--- src/rtl/seg_scan_driver_pkg.sv ---
// Shared types and helpers for the scanned seven-segment driver.
// Optional brightness control is enabled with SEG_SCAN_BRIGHTNESS_EN.
package seg_pkg;

   typedef enum logic [1:0] {
      ST_IDLE  = 2'd0,
      ST_DRIVE = 2'd1,
      ST_BLANK = 2'd2
   } scan_st_e;

   localparam logic [31:0] SEG_OFF = '0;

   // Physical level of one anode line given its logical enable.
   function automatic logic an_pol(input logic on, input logic act_low);
      return on ^ act_low;
   endfunction

endpackage

--- src/rtl/seg_scan_driver_if.sv ---
// Pattern input / scanned display output bundle for seg_scan_driver.
// bright_i exists only when SEG_SCAN_BRIGHTNESS_EN is defined.
interface seg_scan_driver_if #(
   parameter int NUM_DIGITS = 4,
   parameter int SEG_W      = 8
);
   localparam int DW = $clog2(NUM_DIGITS);

   logic                        en_i;
   logic                        load_i;
   logic [NUM_DIGITS*SEG_W-1:0] seg_i;
   logic [NUM_DIGITS-1:0]       an_o;
   logic [SEG_W-1:0]            seg_o;
   logic                        frame_o;
   logic [DW-1:0]               digit_o;

`ifdef SEG_SCAN_BRIGHTNESS_EN
   logic [3:0]                  bright_i;

   modport slave  (input  en_i, load_i, seg_i, bright_i,
                   output an_o, seg_o, frame_o, digit_o);
   modport master (output en_i, load_i, seg_i, bright_i,
                   input  an_o, seg_o, frame_o, digit_o);
`else
   modport slave  (input  en_i, load_i, seg_i,
                   output an_o, seg_o, frame_o, digit_o);
   modport master (output en_i, load_i, seg_i,
                   input  an_o, seg_o, frame_o, digit_o);
`endif

endinterface

--- src/rtl/seg_scan_driver_slot_timer.sv ---
// Per-digit slot counter with DRIVE/slot end strobes and a lit window
// compare on the next count (used by SEG_SCAN_BRIGHTNESS_EN dimming).
module seg_slot_timer #(
   parameter int DIV       = 50000,
   parameter int BLANK_CYC = 500
) (
   input  logic        clk,
   input  logic        rst_n,
   input  logic        run_i,
   input  logic [31:0] lim_i,
   output logic        drive_end_o,
   output logic        slot_end_o,
   output logic        lit_nxt_o
);
   localparam int CW = $clog2(DIV);

   logic [CW-1:0] cnt_q, cnt_d;

   assign drive_end_o = (cnt_q == CW'(DIV - BLANK_CYC - 1));
   assign slot_end_o  = (cnt_q == CW'(DIV - 1));

   always_comb begin
      cnt_d = '0;
      if (run_i && !slot_end_o) cnt_d = cnt_q + CW'(1);
   end

   // Compared against the next count so the registered anode lands aligned.
   assign lit_nxt_o = (32'(cnt_d) < lim_i);

   always_ff @(posedge clk or negedge rst_n) begin
      if (!rst_n) cnt_q <= '0;
      else        cnt_q <= cnt_d;
   end

endmodule

--- src/rtl/seg_scan_driver.sv ---
// Time-multiplexed, double-buffered seven-segment scan driver with dead-time.
// Define SEG_SCAN_BRIGHTNESS_EN to add per-frame PWM brightness (bright_i).
module seg_scan_driver
   import seg_pkg::*;
#(
   parameter int NUM_DIGITS    = 4,
   parameter int SEG_W         = 8,
   parameter int DIV           = 50000,
   parameter int BLANK_CYC     = 500,
   parameter int AN_ACTIVE_LOW = 1
) (
   input logic              clk,
   input logic              rst_n,
   seg_scan_driver_if.slave bus_io
);
   localparam int   DW      = $clog2(NUM_DIGITS);
   localparam logic ACT_LOW = (AN_ACTIVE_LOW != 0);

   scan_st_e                         state_q, state_d;
   logic [DW-1:0]                    digit_q, digit_d, digit_nxt;
   logic [NUM_DIGITS-1:0][SEG_W-1:0] active_q, active_d, pend_q, pend_d;
   logic                             pend_vld_q, pend_vld_d;
   logic [NUM_DIGITS-1:0]            an_q, an_d, an_off;
   logic [SEG_W-1:0]                 seg_q, seg_d;
   logic                             frame_q, frame_d;
   logic                             boundary, run, drive_end, slot_end, lit_nxt, lit;
   logic [31:0]                      lim;

   assign run       = (state_q != ST_IDLE) && bus_io.en_i;
   assign digit_nxt = (digit_q == DW'(NUM_DIGITS - 1)) ? '0 : digit_q + DW'(1);

   seg_slot_timer #(
      .DIV       (DIV),
      .BLANK_CYC (BLANK_CYC)
   ) u_timer (
      .clk         (clk),
      .rst_n       (rst_n),
      .run_i       (run),
      .lim_i       (lim),
      .drive_end_o (drive_end),
      .slot_end_o  (slot_end),
      .lit_nxt_o   (lit_nxt)
   );

`ifdef SEG_SCAN_BRIGHTNESS_EN
   logic [3:0] bright_q, bright_d;

   // Brightness only changes on a frame boundary so a frame is uniformly lit.
   assign bright_d = boundary ? bus_io.bright_i : bright_q;
   assign lim      = (32'(DIV - BLANK_CYC) * {28'd0, bright_d}) >> 4;

   always_ff @(posedge clk or negedge rst_n) begin
      if (!rst_n) bright_q <= '0;
      else        bright_q <= bright_d;
   end
`else
   assign lim = 32'(DIV);
`endif

   always_comb begin
      for (int k = 0; k < NUM_DIGITS; k++) an_off[k] = an_pol(1'b0, ACT_LOW);
   end

   always_comb begin
      state_d  = state_q;
      digit_d  = digit_q;
      boundary = 1'b0;
      unique case (state_q)
         ST_IDLE: begin
            if (bus_io.en_i) begin
               state_d  = ST_DRIVE;
               digit_d  = '0;
               boundary = 1'b1;
            end
         end
         ST_DRIVE: begin
            if (drive_end) begin
               if (BLANK_CYC == 0) begin
                  digit_d  = digit_nxt;
                  boundary = (digit_nxt == '0);
               end else begin
                  state_d = ST_BLANK;
               end
            end
         end
         ST_BLANK: begin
            if (slot_end) begin
               state_d  = ST_DRIVE;
               digit_d  = digit_nxt;
               boundary = (digit_nxt == '0);
            end
         end
         default: state_d = ST_IDLE;
      endcase
      if (!bus_io.en_i) begin
         state_d  = ST_IDLE;
         digit_d  = '0;
         boundary = 1'b0;
      end
   end

   // A load coinciding with the boundary bypasses pending and lands directly.
   always_comb begin
      pend_d     = pend_q;
      pend_vld_d = pend_vld_q;
      active_d   = active_q;
      if (bus_io.load_i) begin
         pend_d     = bus_io.seg_i;
         pend_vld_d = 1'b1;
      end
      if (boundary) begin
         if (bus_io.load_i)   active_d = bus_io.seg_i;
         else if (pend_vld_q) active_d = pend_q;
         pend_vld_d = 1'b0;
      end
   end

   always_comb begin
      lit     = (state_d == ST_DRIVE) && lit_nxt;
      frame_d = boundary;
      seg_d   = lit ? active_d[digit_d] : SEG_OFF[SEG_W-1:0];
      for (int k = 0; k < NUM_DIGITS; k++)
         an_d[k] = an_pol(lit && (digit_d == DW'(k)), ACT_LOW);
   end

   always_ff @(posedge clk or negedge rst_n) begin
      if (!rst_n) begin
         state_q    <= ST_IDLE;
         digit_q    <= '0;
         active_q   <= '0;
         pend_q     <= '0;
         pend_vld_q <= 1'b0;
         an_q       <= an_off;
         seg_q      <= '0;
         frame_q    <= 1'b0;
      end else begin
         state_q    <= state_d;
         digit_q    <= digit_d;
         active_q   <= active_d;
         pend_q     <= pend_d;
         pend_vld_q <= pend_vld_d;
         an_q       <= an_d;
         seg_q      <= seg_d;
         frame_q    <= frame_d;
      end
   end

   assign bus_io.an_o    = an_q;
   assign bus_io.seg_o   = seg_q;
   assign bus_io.frame_o = frame_q;
   assign bus_io.digit_o = digit_q;

endmodule
--- src/flat_wrapper.sv ---
// flat-port wrapper written by rule: the top's interface ports become plain ports
module seg_scan_driver_flat import seg_pkg::*;
#(
   parameter int NUM_DIGITS    = 4,
   parameter int SEG_W         = 8,
   parameter int DIV           = 50000,
   parameter int BLANK_CYC     = 500,
   parameter int AN_ACTIVE_LOW = 1
)
  (clk, rst_n, bus_io_en_i, bus_io_load_i, bus_io_seg_i, bus_io_an_o, bus_io_seg_o, bus_io_frame_o, bus_io_digit_o);
  seg_scan_driver_if #(.NUM_DIGITS(NUM_DIGITS), .SEG_W(SEG_W)) bus_io_i ();
  input logic clk;
  input logic rst_n;
  input wire logic [$bits(bus_io_i.en_i)-1:0] bus_io_en_i;
  input wire logic [$bits(bus_io_i.load_i)-1:0] bus_io_load_i;
  input wire logic [$bits(bus_io_i.seg_i)-1:0] bus_io_seg_i;
  output wire logic [$bits(bus_io_i.an_o)-1:0] bus_io_an_o;
  output wire logic [$bits(bus_io_i.seg_o)-1:0] bus_io_seg_o;
  output wire logic [$bits(bus_io_i.frame_o)-1:0] bus_io_frame_o;
  output wire logic [$bits(bus_io_i.digit_o)-1:0] bus_io_digit_o;
  assign bus_io_i.en_i = bus_io_en_i;
  assign bus_io_i.load_i = bus_io_load_i;
  assign bus_io_i.seg_i = bus_io_seg_i;
  assign bus_io_an_o = bus_io_i.an_o;
  assign bus_io_seg_o = bus_io_i.seg_o;
  assign bus_io_frame_o = bus_io_i.frame_o;
  assign bus_io_digit_o = bus_io_i.digit_o;
  seg_scan_driver #(.NUM_DIGITS(NUM_DIGITS), .SEG_W(SEG_W), .DIV(DIV), .BLANK_CYC(BLANK_CYC), .AN_ACTIVE_LOW(AN_ACTIVE_LOW)) u_core (.clk(clk), .rst_n(rst_n), .bus_io(bus_io_i));
endmodule
--- config.mk ---
export PLATFORM = sky130hd
export DESIGN_NAME = seg_scan_driver_flat
export DESIGN_NICKNAME = d
export VERILOG_FILES = /design/src/rtl/seg_scan_driver_pkg.sv /design/src/rtl/seg_scan_driver_if.sv /design/src/rtl/seg_scan_driver_slot_timer.sv /design/src/rtl/seg_scan_driver.sv /design/src/flat_wrapper.sv
export SDC_FILE = /design/constraint.sdc
export NUM_CORES = 1
export LEC_CHECK = 0
export BUFFER_PORTS_ARGS = -buffer_cell sky130_fd_sc_hd__clkbuf_2
export CAP_MARGIN = 0
export CORE_MARGIN = 10
export CORE_UTILIZATION = 60
export DETAILED_ROUTE_END_ITERATION = 16
export HOLD_SLACK_MARGIN = 0.06
export PLACE_DENSITY_LB_ADDON = 0.05
export SETUP_SLACK_MARGIN = 0.1
export SYNTH_ARGS = -nofsm -noshare
export SYNTH_HDL_FRONTEND = slang
export SYNTH_SLANG_ARGS = --single-unit
--- constraint.sdc ---
create_clock -name clk -period 7.1 [get_ports clk]
set_input_delay 1.42 -clock clk [delete_from_list [all_inputs] [get_ports clk]]
set_output_delay 1.42 -clock clk [all_outputs]
set_load 0.03 [all_outputs]
Word level (Yosys, flattened, before mapping)
Cells that the tools add are included.
{"block": "word_totals", "inputBits": 36, "out_inout_bits": 15, "ff_bits": 98}
{"block": "op_classes", "magnitude_cmp": 2, "n_mux": 20, "n_reduce_logical": 13, "eq_ne": 9, "bitwise": 4, "add_sub_neg": 2}
{"cell": "2-to-1 mux 32 bit", "n": 3}
{"cell": "equality test 16 bit, second input constant", "n": 2}
{"cell": "adder 16 x 1 -> 16 bit, second input constant", "n": 1}
{"cell": "binary-select mux 8 bit (select 2 bit)", "n": 1}
{"cell": "< comparator 16 bit, second input constant", "n": 1}
{"cell": "2-to-1 mux 16 bit", "n": 1}
{"cell": "2-to-1 mux 8 bit", "n": 2}
{"cell": "2-to-1 mux 2 bit", "n": 6}
{"cell": "equality test 2 bit, second input constant", "n": 4}
{"cell": "logical AND 1 bit", "n": 7}
{"cell": "equality test 2 x 1 -> 1 bit, second input constant", "n": 3}
{"cell": "logical NOT 2 bit", "n": 3}
{"cell": "case mux 2 bit (3 select lines)", "n": 1}
{"cell": "2-to-1 mux 1 bit", "n": 4}
{"cell": "inverter 1 bit", "n": 4}
{"cell": "case mux 2 bit (2 select lines)", "n": 1}
{"cell": "nonzero test 2 bit", "n": 2}
{"cell": "< comparator 2 x 3 -> 1 bit, second input constant", "n": 1}
{"cell": "adder 2 x 1 -> 2 bit, second input constant", "n": 1}
{"cell": "case mux 1 bit (2 select lines)", "n": 1}
{"cell": "logical NOT 1 bit", "n": 1}

Logic depth before layout (Yosys ltp)
Gate-level depths: netlist (run 1).
{"block": "logic_depth", "word_depth": 10, "depth_mapped": 10, "depth_no_buf": 7}

Hierarchy
Synthesis (run 1) repeated with hierarchy kept, for this count alone.
{"block": "hier_totals", "cells_unflattened": 372, "area_unflattened_um2": 4589.4}
{"module": "seg_scan_driver", "instances": 1, "area_each_um2": 3350.7, "cells_each": 228, "seq_area_each_um2": 2057.0}
{"module": "seg_slot_timer", "instances": 1, "area_each_um2": 1238.7, "cells_each": 144, "seq_area_each_um2": 400.4}

Worst setup path after synthesis (run 1)
Ideal clock, no wire load.
{"block": "synth_timing", "path_type": "input to register", "startpoint": "input port bus_io_load_i", "endpoint": "register u_core.seg_q[6] (netlist: u_core.bus_io.seg_o[6])", "arrival_ns": 3.164, "required_ns": 6.953, "setup_slack_ns": 3.789, "stages": 7, "setup_ns": 0.147, "n_path_buf": 3, "path_cell_list": "clkbuf_1 buf_2 clkbuf_1 mux2_2 mux2_2 a2bb2oi_1 a311oi_2"}
{"element": "from (decl)", "line_no": "flat_wrapper.sv:15", "source": "input wire logic [$bits(bus_io_i.load_i)-1:0] bus_io_load_i;"}
{"element": "to (signal assigned)", "line_no": "seg_scan_driver.sv:143", "source": "seg_q <= seg_d;"}
{"element": "to (decl)", "line_no": "seg_scan_driver.sv:24", "source": "logic [SEG_W-1:0] seg_q, seg_d;"}

==> results.md, run 1 <==
- The run finished with clean final reports.
- The share of the cycle needed by the critical path after routing is 51.8%.
- At the pin with the least slew margin, the transition time is 1.10 ns.
- The count of buffers added on input and output ports is 50.
- The flip-flop and latch count after synthesis is 98.
- Setup repair after global routing left no endpoint under its margin.
- CTS built an H-tree with a depth of 3.
- The area growth from synthesis to layout is 10.1%.
- The top-level I/O count is 51.
- The post-route antenna net violation count is 0.
- The final weighted congestion in routability-driven placement is 0.845.
- The kind of capture point of the worst setup path is a flop.
- After global routing the overflow that remains totals 0.
- After clock tree synthesis, the repair step resized 0 gates.
- The max-slew violation count is 0.
- The number of failing hold endpoints at the final stage was 0.
- For this design the ratio of total power to cell area is 228 nW/um^2.
- The root buffer cell is clkbuf_8.
- Leaving out filler cells and counting taps, the final layout contains 510.
- Data on the critical path arrives at its endpoint at 3.87 ns.
- In this run the number of cells on the critical path is 8.
- The detailed router finished its first iteration with 112 violations.
- After layout, the design draws a total of 1.16 mW.
- The biggest area contributor in the post-synthesis netlist is dfrtp_1.
- The slowest stage of the critical path is the a21boi_4 cell.
- The kind of start point of the critical path is an input pin.
- The depth of the most critical reg-to-reg path is 6.
- The main flop type after synthesis is dfrtp_1.
- The clock insertion delay at the later pin of the skew report is 0.36 ns.
- The via count of the first global-routing pass is 3,066.
- The multi-input combinational cells in the finished layout cover a total of 1990 um^2.
- The critical path goes through clkbuf_2, buf_4, nor2_1, nor3_1, a21boi_4, mux2_2, a2bb2oi_1, a311oi_2.
- The detailed-route wire length per cell is 18.1 um.
- The die covers 11,600 um^2.
- TritonCTS built the clock tree.
- The worst stage delay on the critical path is 0.90 ns.
- The normalized max-slew margin is 26.5%.
- The post-route netlist has 36.7% of its cells at a drive strength greater than 1.
- The global router's overall resource usage is 16.6%.
- After detailed routing, the total wire length is 9.22 mm.
- The number of diodes added for antenna fixing is 0.
- The residual DRC count is 0.
- Summed over all cells, the static leakage comes to 2.26 nW.
- The worst hold path cell count is 2.
- After clock tree synthesis, the clock-pin slew on the worst setup and hold paths is 0.09 ns.
- In the post-synthesis netlist, the biggest area contributors are dfrtp_1 (51%), mux2_2 (13%), a311oi_2 (2.6%).
- Across the whole layout, storage elements account for 2460 um^2.
- Static timing analysis puts the maximum clock frequency at 272 MHz.
- In the final design database the tool counted 445 nets.
- The core box area is 7370 um^2.
- The total number of yosys warnings is 0.
- The via count of the routed design is 2,918.
- The synthesized instance count is 363.
- Entering global routing, the biggest net connects 60 pins.
- In this run, synthesis inferred 0 flip-flops with an integrated enable.
- For this run, asynchronously set or reset flops after synthesis account for 100%.
- Setup violations remaining at the end of the flow were counted as 0.
- The HPWL after detailed placement is 6.60 mm.
- The largest driver fanout on the critical path is 34.
- The number of inserted filler cells in the final layout is 562.
- The CTS buffer count is 9.
- Cells fill 68.7% of the core in the end.
- The critical path in this run is classified as in2reg.
- In this run the vertical extent of the chip is 108 um.
- After detailed placement, the design holds a cell count of 494.
- Counting instances in the post-synthesis netlist gives the leading cell types as dfrtp_1 (94), mux2_2 (55), nor2_1 (20).
- The buffer levels on the longest clock path is 2.
- The setup fix buffers added after clock tree synthesis is 0.
- The sequential fraction of the synthesis area is 53.4%.
- The tool flagged a number of max-cap violations equal to 0.
- The horizontal die dimension is 108 um.
- Of the post-synthesis cell area, the dominant cell type holds 51.1%.
- Setup total negative slack on the finished layout was measured at 0 ns.
- The post-synthesis average cell area is 12.7 um^2.
- The number of nets handed over by synthesis was 402.
- Clock tree synthesis found a total of 98 sinks.
- The clock arrives with 0.0125 ns of skew.
- The initial antenna violation count is 0.
- Buffers inserted to repair hold after CTS numbered 0.
- For this configuration, the core starts out at a cell density of 62.4%.
- The first TritonRoute pass finished after 4 iterations.
- The required time reported for the critical path endpoint is 7.30 ns.
- Across the VDD grid, the largest voltage drop is 110 uV.
- Synthesis instantiated 60 different standard cells from the library.
- The via density per instance is 5.72.
- The first global-routing pass estimated 15.4 mm of wire.
- The critical path contains buffers and inverters numbering 2 combined.
- The total number of placement rows is 31.
- The mapped cell area is 4600 um^2.
- The critical path's top delay family is compound AO/OA/AOI/OAI gates.
- The worst min-delay path category is reg2reg.
- The most used standard cell by instance count after synthesis is dfrtp_1.
- The minimum clock period after layout is 3.68 ns.
-- registers in the layout, indices dropped and copies added (netlist names) --
name and flops:
u_core.active_q 32, u_core.pend_q 32, u_core.u_timer.cnt_q 16, u_core.bus_io.seg_o 8, u_core.bus_io.an_o 4, u_core.bus_io.digit_o 2
u_core.state_q 2, u_core.bus_io.frame_o 1, u_core.pend_vld_q 1
-- final cells by class --
| cell class | count | area share, % |
|---|---|---|
| Clock buffer | 9 | 2.45 |
| Clock inverter | 7 | 1.14 |
| Inverter | 13 | 0.963 |
| Multi-Input combinational cell | 232 | 39.2 |
| Sequential cell | 98 | 48.5 |
| Tap cell | 99 | 2.45 |
| Timing Repair Buffer | 52 | 5.29 |
-- stage by stage --
| stage | area [um^2] | worst slack, ns | hold slack [ns] |
|---|---|---|---|
| after floorplan | 4600 | 3.79 | 0.447 |
| after CTS | 5070 | 3.41 | 0.496 |
| final | 5070 | 3.42 | 0.495 |
| after global placement | 4880 | 3.16 | 0.464 |
| after global routing | 5070 | 3.25 | 0.519 |
| after detailed placement | 4880 | 3.03 | 0.468 |
-- cell families after synthesis --
family / count (synthesis) / synth area share, %
AOI/OAI and AO/OA: 43 / 8.76
xor gates and xnor gates: 12 / 2.28
adders and majority gates: 3 / 0.816
buffers and inverters: 33 / 3.59
DFF: 98 / 53.4
muxes: 65 / 15.6
and+or+nand+nor: 109 / 15.5
-- per-layer routing --
layer | wire, um | share of wire, % | track usage (%) | vias to the layer above
met4 | 36 | 0.39 | 6.01 | 0
li1 | - | - | - | 1382
met1 | 4120 | 45 | 21.9 | 1461
met5 | 0 | 0 | 0 | -
met2 | 4460 | 48 | 26.2 | 73
met3 | 602 | 6.5 | 3.53 | 2
-- cells in the final DEF (no fill, tap or decap), types with 3 or more instances in the layout --
cell type  synthesis  layout
o21a_1             3       3
and2_1             3       3
dfstp_2            4       4
a2bb2oi_1          9       9
xor2_1             4       4
a21oi_1            4       4
and3_1             8       8
o21ai_0            3       3
xnor2_1            8       8
nand4_1            3       3
nand2b_1          11      11
ha_1               3       3
buf_4              3       3
nand3_1           12      12
nand2_1           12      12
clkbuf_2           0      49
inv_6              0       3
clkbuf_8           0       9
inv_1             13      13
nor3_1             6       6
mux2i_1           10      10
nor4_1             5       5
nor2_1            20      20
a311oi_2           8       8
nand2b_4           8       8
or3_1              3       3
mux2_2            55      55
dfrtp_1           94      94
-- path summary, 6_finish.rpt --
| path | startpoint | to | slack [ns] |
|---|---|---|---|
| max in group asynchronous | rst_n | u_core.bus_io.digit_o[0] | 4.97 |
| max reg2reg | u_core.u_timer.cnt_q[4] | u_core.bus_io.an_o[1] | 4.01 |
| max | bus_io_load_i | u_core.bus_io.seg_o[4] | 3.42 |
| min | u_core.active_q[16] | u_core.active_q[16] | 0.49 |
| min in group asynchronous | rst_n | u_core.pend_q[4] | 1.01 |
| min reg2reg | u_core.active_q[16] | u_core.active_q[16] | 0.49 |
-- worst reg2reg max path, cell delays in order (launching register included) --
cell and delay (ns):
dfrtp_1 0.53, nand4_1 0.45, nor3_1 0.32, xnor2_1 0.12
or4_1 0.55, a31oi_2 0.83, or3_1 0.23
-- power breakdown --
part | internal, mW | total, mW | switching, mW
clock network | 0.133 | 0.340 | 0.207
logic | 0.0778 | 0.171 | 0.0934
registers | 0.625 | 0.644 | 0.0190
total | 0.836 | 1.16 | 0.319
Power figures use the tool's default switching activity.
==> inputs of run 2 (changes only) <==
--- a/config.mk
+++ b/config.mk
@@ -8,7 +8,7 @@
 export BUFFER_PORTS_ARGS = -buffer_cell sky130_fd_sc_hd__clkbuf_2
 export CAP_MARGIN = 0
 export CORE_MARGIN = 10
-export CORE_UTILIZATION = 60
+export CORE_UTILIZATION = 58
 export DETAILED_ROUTE_END_ITERATION = 16
 export HOLD_SLACK_MARGIN = 0.06
 export PLACE_DENSITY_LB_ADDON = 0.05
==> constraint.sdc (replaced) <==
create_clock -name clk -period 3.6 [get_ports clk]
set_input_delay 0.72 -clock clk [delete_from_list [all_inputs] [get_ports clk]]
set_output_delay 0.72 -clock clk [all_outputs]
set_load 0.03 [all_outputs]
==> results.md, run 2 (same netlist as run 1, synthesis figures left out) <==
- The top-level I/O count is 51 (unchanged).
- The highest attainable clock frequency is 341 MHz.
- The post-route setup TNS is 0 ns (unchanged).
- The non-filler instance count after layout is 516 (+1.2%).
- After layout, the worst path uses 81.5% of the clock period.
- The final instance area was 5120 um^2 (+0.99%).
- The horizontal die dimension came to 109 um (+1.4%).
- The slowest cell on the critical path is a21boi_4.
- The worst vdd rail ir drop came to 295 uV (+170%).
- The final core utilization is 66.2% (-2.5 points).
- The hold-fix buffer count after cts is 0 (unchanged).
- The placed instance count came to 501 (+1.4%).
- The share of cells above drive strength 1 was 37.2% (+0.46 points).
- The number of detailed-route iterations in the first pass is 5 (+1).
- The leakage power summed over all cells is 2.28 nW (+1.1%).
- The clock sink count is 98 (unchanged).
- The final weighted congestion in routability-driven placement came to 0.868 (+2.8%).
- Counting I/O delays and the setup requirement, the final critical path takes 2.93 ns.
- The total number of nets in the final design is 449 (+0.90%).
- The max-capacitance violation count was 0 (unchanged).
- The CTS buffer count is 9 (unchanged).
- The worst path arrival time is 3.13 ns (-0.74 ns).
- The critical path start-end classification is reg2reg.
- STA classifies the critical path endpoint as a flop.
- The total wirelength of the detailed-routed design is 9.08 mm (-1.5%).
- The HPWL after detailed placement came to 6.59 mm (-0.19%).
- The largest driver fanout on the critical path is 17 (-50%).
- The number of diodes added for antenna fixing is 0 (unchanged).
- The maximum level of the CTS H-tree is 3 (unchanged).
- The hold slack is 0.424 ns (-0.0711 ns).
- The sum of buffers and inverters on the critical path is 1 (-1).
- The worst stage delay on the critical path is 0.59 ns (-0.31 ns).
- The first-pass GRT wire length is 15.1 mm (-2.2%).
- The initial antenna violation count is 0 (unchanged).
- The power density over the cells is 454 nW/um^2 (+99%).
- The core box area is 7730 um^2 (+4.9%).
- The flop-to-flop setup slack was 0.67 ns (-3.34 ns).
- The worst min-delay path category is in2async.
- The max-slew violation count is 0 (unchanged).
- The critical path's top delay family is compound AO/OA/AOI/OAI gates.
- Walking the worst path, the cells encountered are ha_1, and3_1, nand4_4, a21boi_4, buf_4, mux2_2, nand2b_1, a311oi_2.
- The number of failing hold endpoints at the final stage is 0 (unchanged).
- The transition at the pin with the smallest max-transition slack is 0.745 ns (-0.355 ns).
- The standard cell area after detailed placement is 4920 um^2 (+0.69%).
- The root buffer cell is clkbuf_8.
- The sum of overflow across all layers after global routing is 0 (unchanged).
- The via count of the first global-routing pass was 2,981 (-2.8%).
- The DRC violation total after the first TritonRoute iteration is 111 (-0.89%).
- The clock-pin slew reported for the worst setup and hold paths after clock tree synthesis was 0.10 ns (about the same).
- The final setup skew is 0.0130 ns (+0.000484 ns).
- The die outline area is 11,900 um^2 (+2.8%).
- The buffer levels on the longest clock path was 2 (unchanged).
- The initial cell density of the core was 59.6% (-2.9 points).
- The post-route antenna net violation count came to 0 (unchanged).
- The library cell used most frequently in the layout, excluding fill and tap cells, is dfrtp_1.
- The count of buffers inserted at the top-level ports is 50 (unchanged).
- The clock insertion delay at the later pin of the skew report is 0.35 ns (about the same).
- The via count of the routed design is 2,885 (-1.1%).
- The normalized max-slew margin is 50.3% (+24 points).
- The top cell types in the final layout, fill and taps aside, are dfrtp_1 (94), mux2_2 (55), clkbuf_2 (49), nor2_1 (20), inv_1 (13).
- The detailed-route wire length per cell came to 17.6 um (-2.7%).
- The TritonCTS clock tree is done.
- The maximum number of pins on one net before global-route repair came to 62 (+3.3%).
- The required time reported for the critical path endpoint is 3.80 ns (-3.50 ns).
- The chip height is 109 um (+1.4%).
- The post-cts sizing count was 0 (unchanged).
- The via density per instance was 5.59 (-2.3%).
- The run finished with clean final reports.
- The layout-stage area growth over the synthesis result is 11.2%.
- STA classifies the critical path startpoint as a flop.
- The global router's overall resource usage was 15.9% (-0.64 points).
- The setup fix buffers added after clock tree synthesis is 0 (unchanged).
- Setup repair after global routing left no endpoint under its margin.
- The final setup violation count is 0 (unchanged).
- The residual DRC count is 0 (unchanged).
- The largest registers in the layout are u_core.active_q: 32 flops, u_core.pend_q: 32 flops, u_core.u_timer.cnt_q: 16 flops.
- The total number of placement rows is 32 (+3.2%).
## run 2: cell count changes in the layout (fill, tap and decap cells not counted)
| cell | previous run | this run |
|---|---|---|
| clkinv_2 | 1 | 0 |
| buf_4 | 3 | 7 |
| bufinv_16 | 0 | 1 |
| inv_6 | 3 | 2 |
## run 2: report_power, final
group          internal (mW)  switching (mW)
Sequential              1.23          0.0373
Clock                  0.327           0.387
Combinational          0.155           0.182
## run 2: area by class of cell
cell class                 count  area, um^2
multi-input combinational    232        1990
sequential                    98        2460
tap                          102         128
clock inverter                 6        73.8
timing repair buffer          56         298
fill                         600        2610
inverter                      13        48.8
clock buffer                   9         124
## run 2: worst paths after layout
| kind | endpoint | startpoint | cells after the start |
|---|---|---|---|
| min in group clk | u_core.active_q[20] | u_core.active_q[20] | 2 |
| worst max register to register | u_core.bus_io.seg_o[0] | u_core.u_timer.cnt_q[0] | 8 |
| worst min-delay path | u_core.pend_q[12] | rst_n | 1 |
| worst max-delay path | u_core.bus_io.seg_o[0] | u_core.u_timer.cnt_q[0] | 8 |
| max in group asynchronous | u_core.pend_q[15] | rst_n | 2 |
| worst min register to register | u_core.active_q[20] | u_core.active_q[20] | 2 |
## run 2: metrics by stage
stage / power [mW] / setup WS, ns
after floorplan: 1.53 / 0.989
after global placement: 1.62 / 0.703
after detailed placement: 1.64 / 0.649
after CTS: 2.35 / 0.681
after global routing: 2.44 / 0.505
final: 2.32 / 0.666
## run 2: worst reg2reg max path: cells and delay by family (launching register included)
kind	cells	cell delay, ns
buffers and inverters	1	0.38
flip-flops	1	0.41
adder cells (fa/ha/maj)	1	0.29
multiplexers	1	0.39
AND/OR/NAND/NOR	3	0.64
AO/OA/AOI/OAI	2	0.69
## run 2: per-layer routing
layer  wire length, um  vias up  global-route usage, %
li1                  -     1396                      -
met1              4100     1443                   20.7
met2              4460       42                   26.1
met3               444        4                   3.72
met4                70        0                   4.33
met5                 0        -                      0
==> inputs of run 3 (changes only) <==
--- a/config.mk
+++ b/config.mk
@@ -8,7 +8,7 @@
 export BUFFER_PORTS_ARGS = -buffer_cell sky130_fd_sc_hd__clkbuf_2
 export CAP_MARGIN = 0
 export CORE_MARGIN = 10
-export CORE_UTILIZATION = 58
+export CORE_UTILIZATION = 53
 export DETAILED_ROUTE_END_ITERATION = 16
 export HOLD_SLACK_MARGIN = 0.06
 export PLACE_DENSITY_LB_ADDON = 0.05
==> constraint.sdc (replaced) <==
create_clock -name clk -period 2.5 [get_ports clk]
set_input_delay 0.5 -clock clk [delete_from_list [all_inputs] [get_ports clk]]
set_output_delay 0.5 -clock clk [all_outputs]
set_load 0.03 [all_outputs]
==> results.md, run 3 (same netlist as run 1, synthesis figures left out) <==
- The count of buffers inserted at the top-level ports is 50 (unchanged).
- The buffer levels on the longest clock path came to 2 (unchanged).
- The share of cells above drive strength 1 is 47.8% (+11 points).
- The total number of nets in the final design was 480 (+6.9%).
- The residual DRC count is 0 (unchanged).
- The hold-fix buffer count after cts is 0 (unchanged).
- The final setup skew came to 0.0151 ns (+0.00206 ns).
- The clock-pin slew reported for the worst setup and hold paths after clock tree synthesis was 0.10 ns (about the same).
- The largest registers in the layout are u_core.active_q: 32 flops, u_core.pend_q: 32 flops, u_core.u_timer.cnt_q: 16 flops.
- The chip height is 113 um (+3.8%).
- The share of total power in the clock network is 29.4% (-1.4 points).
- STA classifies the critical path startpoint as a flop.
- The number of failing hold endpoints at the final stage came to 0 (unchanged).
- The first-pass GRT wire length came to 15.8 mm (+4.9%).
- The number of detailed-route iterations in the first pass is 4 (-1).
- The worst stage delay on the critical path came to 0.44 ns (-0.15 ns).
- The initial cell density of the core is 55.2% (-4.4 points).
- The final core utilization is 67.3% (+1.1 points).
- The sequential share of power is 53.6% (-1.1 points).
- The via density per instance came to 5.54 (-0.87%).
- The max-capacitance violation count is 0 (unchanged).
- The power share of the combinational group is 17.0% (+2.5 points).
- The HPWL after detailed placement is 6.97 mm (+5.9%).
- The transition at the pin with the smallest max-transition slack is 0.526 ns (-0.219 ns).
- The global router's overall resource usage is 14.8% (-1.1 points).
- The horizontal die dimension came to 113 um (+3.8%).
- The share of the cycle needed by the critical path after routing came to 94.3% (+13 points).
- The final setup violation count is 0 (unchanged).
- The power spent charging and discharging nets is 952 uW (+57%).
- The worst path arrival time is 2.63 ns (-0.50 ns).
- Leaving out fill and tap cells, the most frequent cells in the layout are dfrtp_1 (88), mux2_2 (53), clkbuf_2 (49), buf_4 (29), nor2_1 (20).
- The total number of placement rows came to 33 (+3.1%).
- The highest attainable clock frequency is 424 MHz (+24%).
- The placed instance count was 526 (+5.0%).
- The worst vdd rail ir drop is 273 uV (-7.7%).
- The run finished with clean final reports.
- The internal power contribution is 2.47 mW (+44%).
- The top-level I/O count came to 51 (unchanged).
- Leaving out fill and tap cells, the most frequent cell in the layout is dfrtp_1.
- The final weighted congestion in routability-driven placement is 0.876 (+0.85%).
- The DRC violation total after the first TritonRoute iteration was 113 (+1.8%).
- The die outline area is 12,800 um^2 (+7.7%).
- The via count of the first global-routing pass is 3,097 (+3.9%).
- The max-slew violation count came to 0 (unchanged).
- The detailed-route wire length per cell is 18.0 um (+2.1%).
- The minimum clock period after layout came to 2.36 ns (-0.575 ns).
- The non-filler instance count after layout is 551 (+6.8%).
- The number of inserted filler cells in the final layout was 622 (+3.7%).
- The core box area is 8340 um^2 (+7.9%).
- The clock insertion delay at the later pin of the skew report came to 0.36 ns (about the same).
- The leakage power summed over all cells is 2.49 nW (+9.1%).
- The CTS buffer count is 9 (unchanged).
- The power density over the cells came to 609 nW/um^2 (+34%).
- Relative to the synthesized area, the layout overhead comes to 21.9%.
- The post-route setup TNS was 0 ns (unchanged).
- The cell sitting at the root of the clock tree is a clkbuf_8.
- The maximum number of pins on one net before global-route repair is 43 (-31%).
- The maximum level of the CTS H-tree is 3 (unchanged).
- The largest driver fanout on the critical path is 12 (-5).
- The post-route antenna net violation count was 0 (unchanged).
- The slowest stage of the critical path is the dfrtp_2 cell.
- The total wirelength of the detailed-routed design is 9.90 mm (+9.0%).
- The number of diodes added for antenna fixing is 0 (unchanged).
- The clock sink count is 98 (unchanged).
- The setup path with the least slack is of type reg2reg.
- The min-delay analysis places its worst path in the category in2async.
- Setup repair after global routing could not meet its margin everywhere.
- The initial antenna violation count is 0 (unchanged).
- The sum of overflow across all layers after global routing is 0 (unchanged).
- The normalized max-slew margin is 65.0% (+15 points).
- The most numerous cell type found on the critical path is buf_4.
- The worst setup path is captured at a flop.
- TritonCTS built the clock tree.
- The hold slack is 0.0992 ns (-0.325 ns).
- The via count of the routed design is 3,054 (+5.9%).
- The signal on the critical path passes through buf_4, nand4_1, buf_4, a2111oi_1, a2bb2oi_1, a211o_1, a31oi_4, buf_12, or3_1.
- The fraction of power spent switching nets is 27.9% (+1.7 points).
- The required time reported for the critical path endpoint is 2.78 ns (-1.02 ns).
-- run 3: worst paths after layout --
| path | start | to | slack [ns] | depth (start not counted) |
|---|---|---|---|---|
| max in group asynchronous | rst_n | u_core.bus_io.an_o[3] | 1.72 | 2 |
| min in group clk | bus_io_seg_i[16] | u_core.pend_q[16] | 0.38 | 2 |
| max | u_core.u_timer.cnt_q[4] | u_core.bus_io.an_o[2] | 0.14 | 9 |
| min reg2reg | u_core.pend_q[23] | u_core.pend_q[23] | 0.50 | 2 |
| max reg2reg | u_core.u_timer.cnt_q[4] | u_core.bus_io.an_o[2] | 0.14 | 9 |
| min | rst_n | u_core.pend_q[3] | 0.1 | 1 |
-- run 3: final cells by class --
cell class | instances | area, um^2 | area share, %
Inverter | 13 | 48.8 | 0.870
Tap cell | 105 | 131 | 2.34
Timing Repair Buffer | 87 | 649 | 11.6
Clock buffer | 10 | 138 | 2.45
Clock inverter | 6 | 62.6 | 1.12
Multi-Input combinational cell | 232 | 2120 | 37.7
Sequential cell | 98 | 2460 | 43.9
-- run 3: power by group through the flow --
stage / sequential, mW / combinational (mW) / clock [mW]
CTS: 1.83 / 0.529 / 1.03
global route: 1.85 / 0.629 / 1.11
finish: 1.83 / 0.580 / 1.01
detailed placement: 1.86 / 0.523 / 0
global placement: 1.86 / 0.517 / 0
floorplan: 1.89 / 0.314 / 0
-- run 3: repair_timing --
item | in CTS | in global routing
pin swaps | 1 | 4
endpoints found under the hold margin | 0 | 0
setup endpoints to repair | 10 | 12
gates cloned | 0 | 4
resized for setup | 7 | 24
setup buffers | 1 | 4
-- run 3: routing by layer --
layer	share of wire (%)	global-route usage, %
met3	3.9	3.59
met2	49	24.3
met1	45	18.6
met5	0	0
met4	1.6	5.25
-- run 3: per-stage QoR --
step	total power, mW	instance area [um^2]	worst slack [ns]
after floorplan	2.20	4610	0.0945
after global placement	2.37	5140	0.0931
after detailed placement	2.39	5140	-0.0140
after CTS	3.39	5370	0.0977
after global routing	3.59	5610	0.0346
final	3.42	5610	0.142
-- run 3: worst max-delay path: cells and delay by family, from the launching register on --
family / cells / cell delay, ns
buffers and inverters: 3 / 0.53
DFF: 1 / 0.44
AOI/OAI and AO/OA: 4 / 0.83
and+or+nand+nor: 2 / 0.47
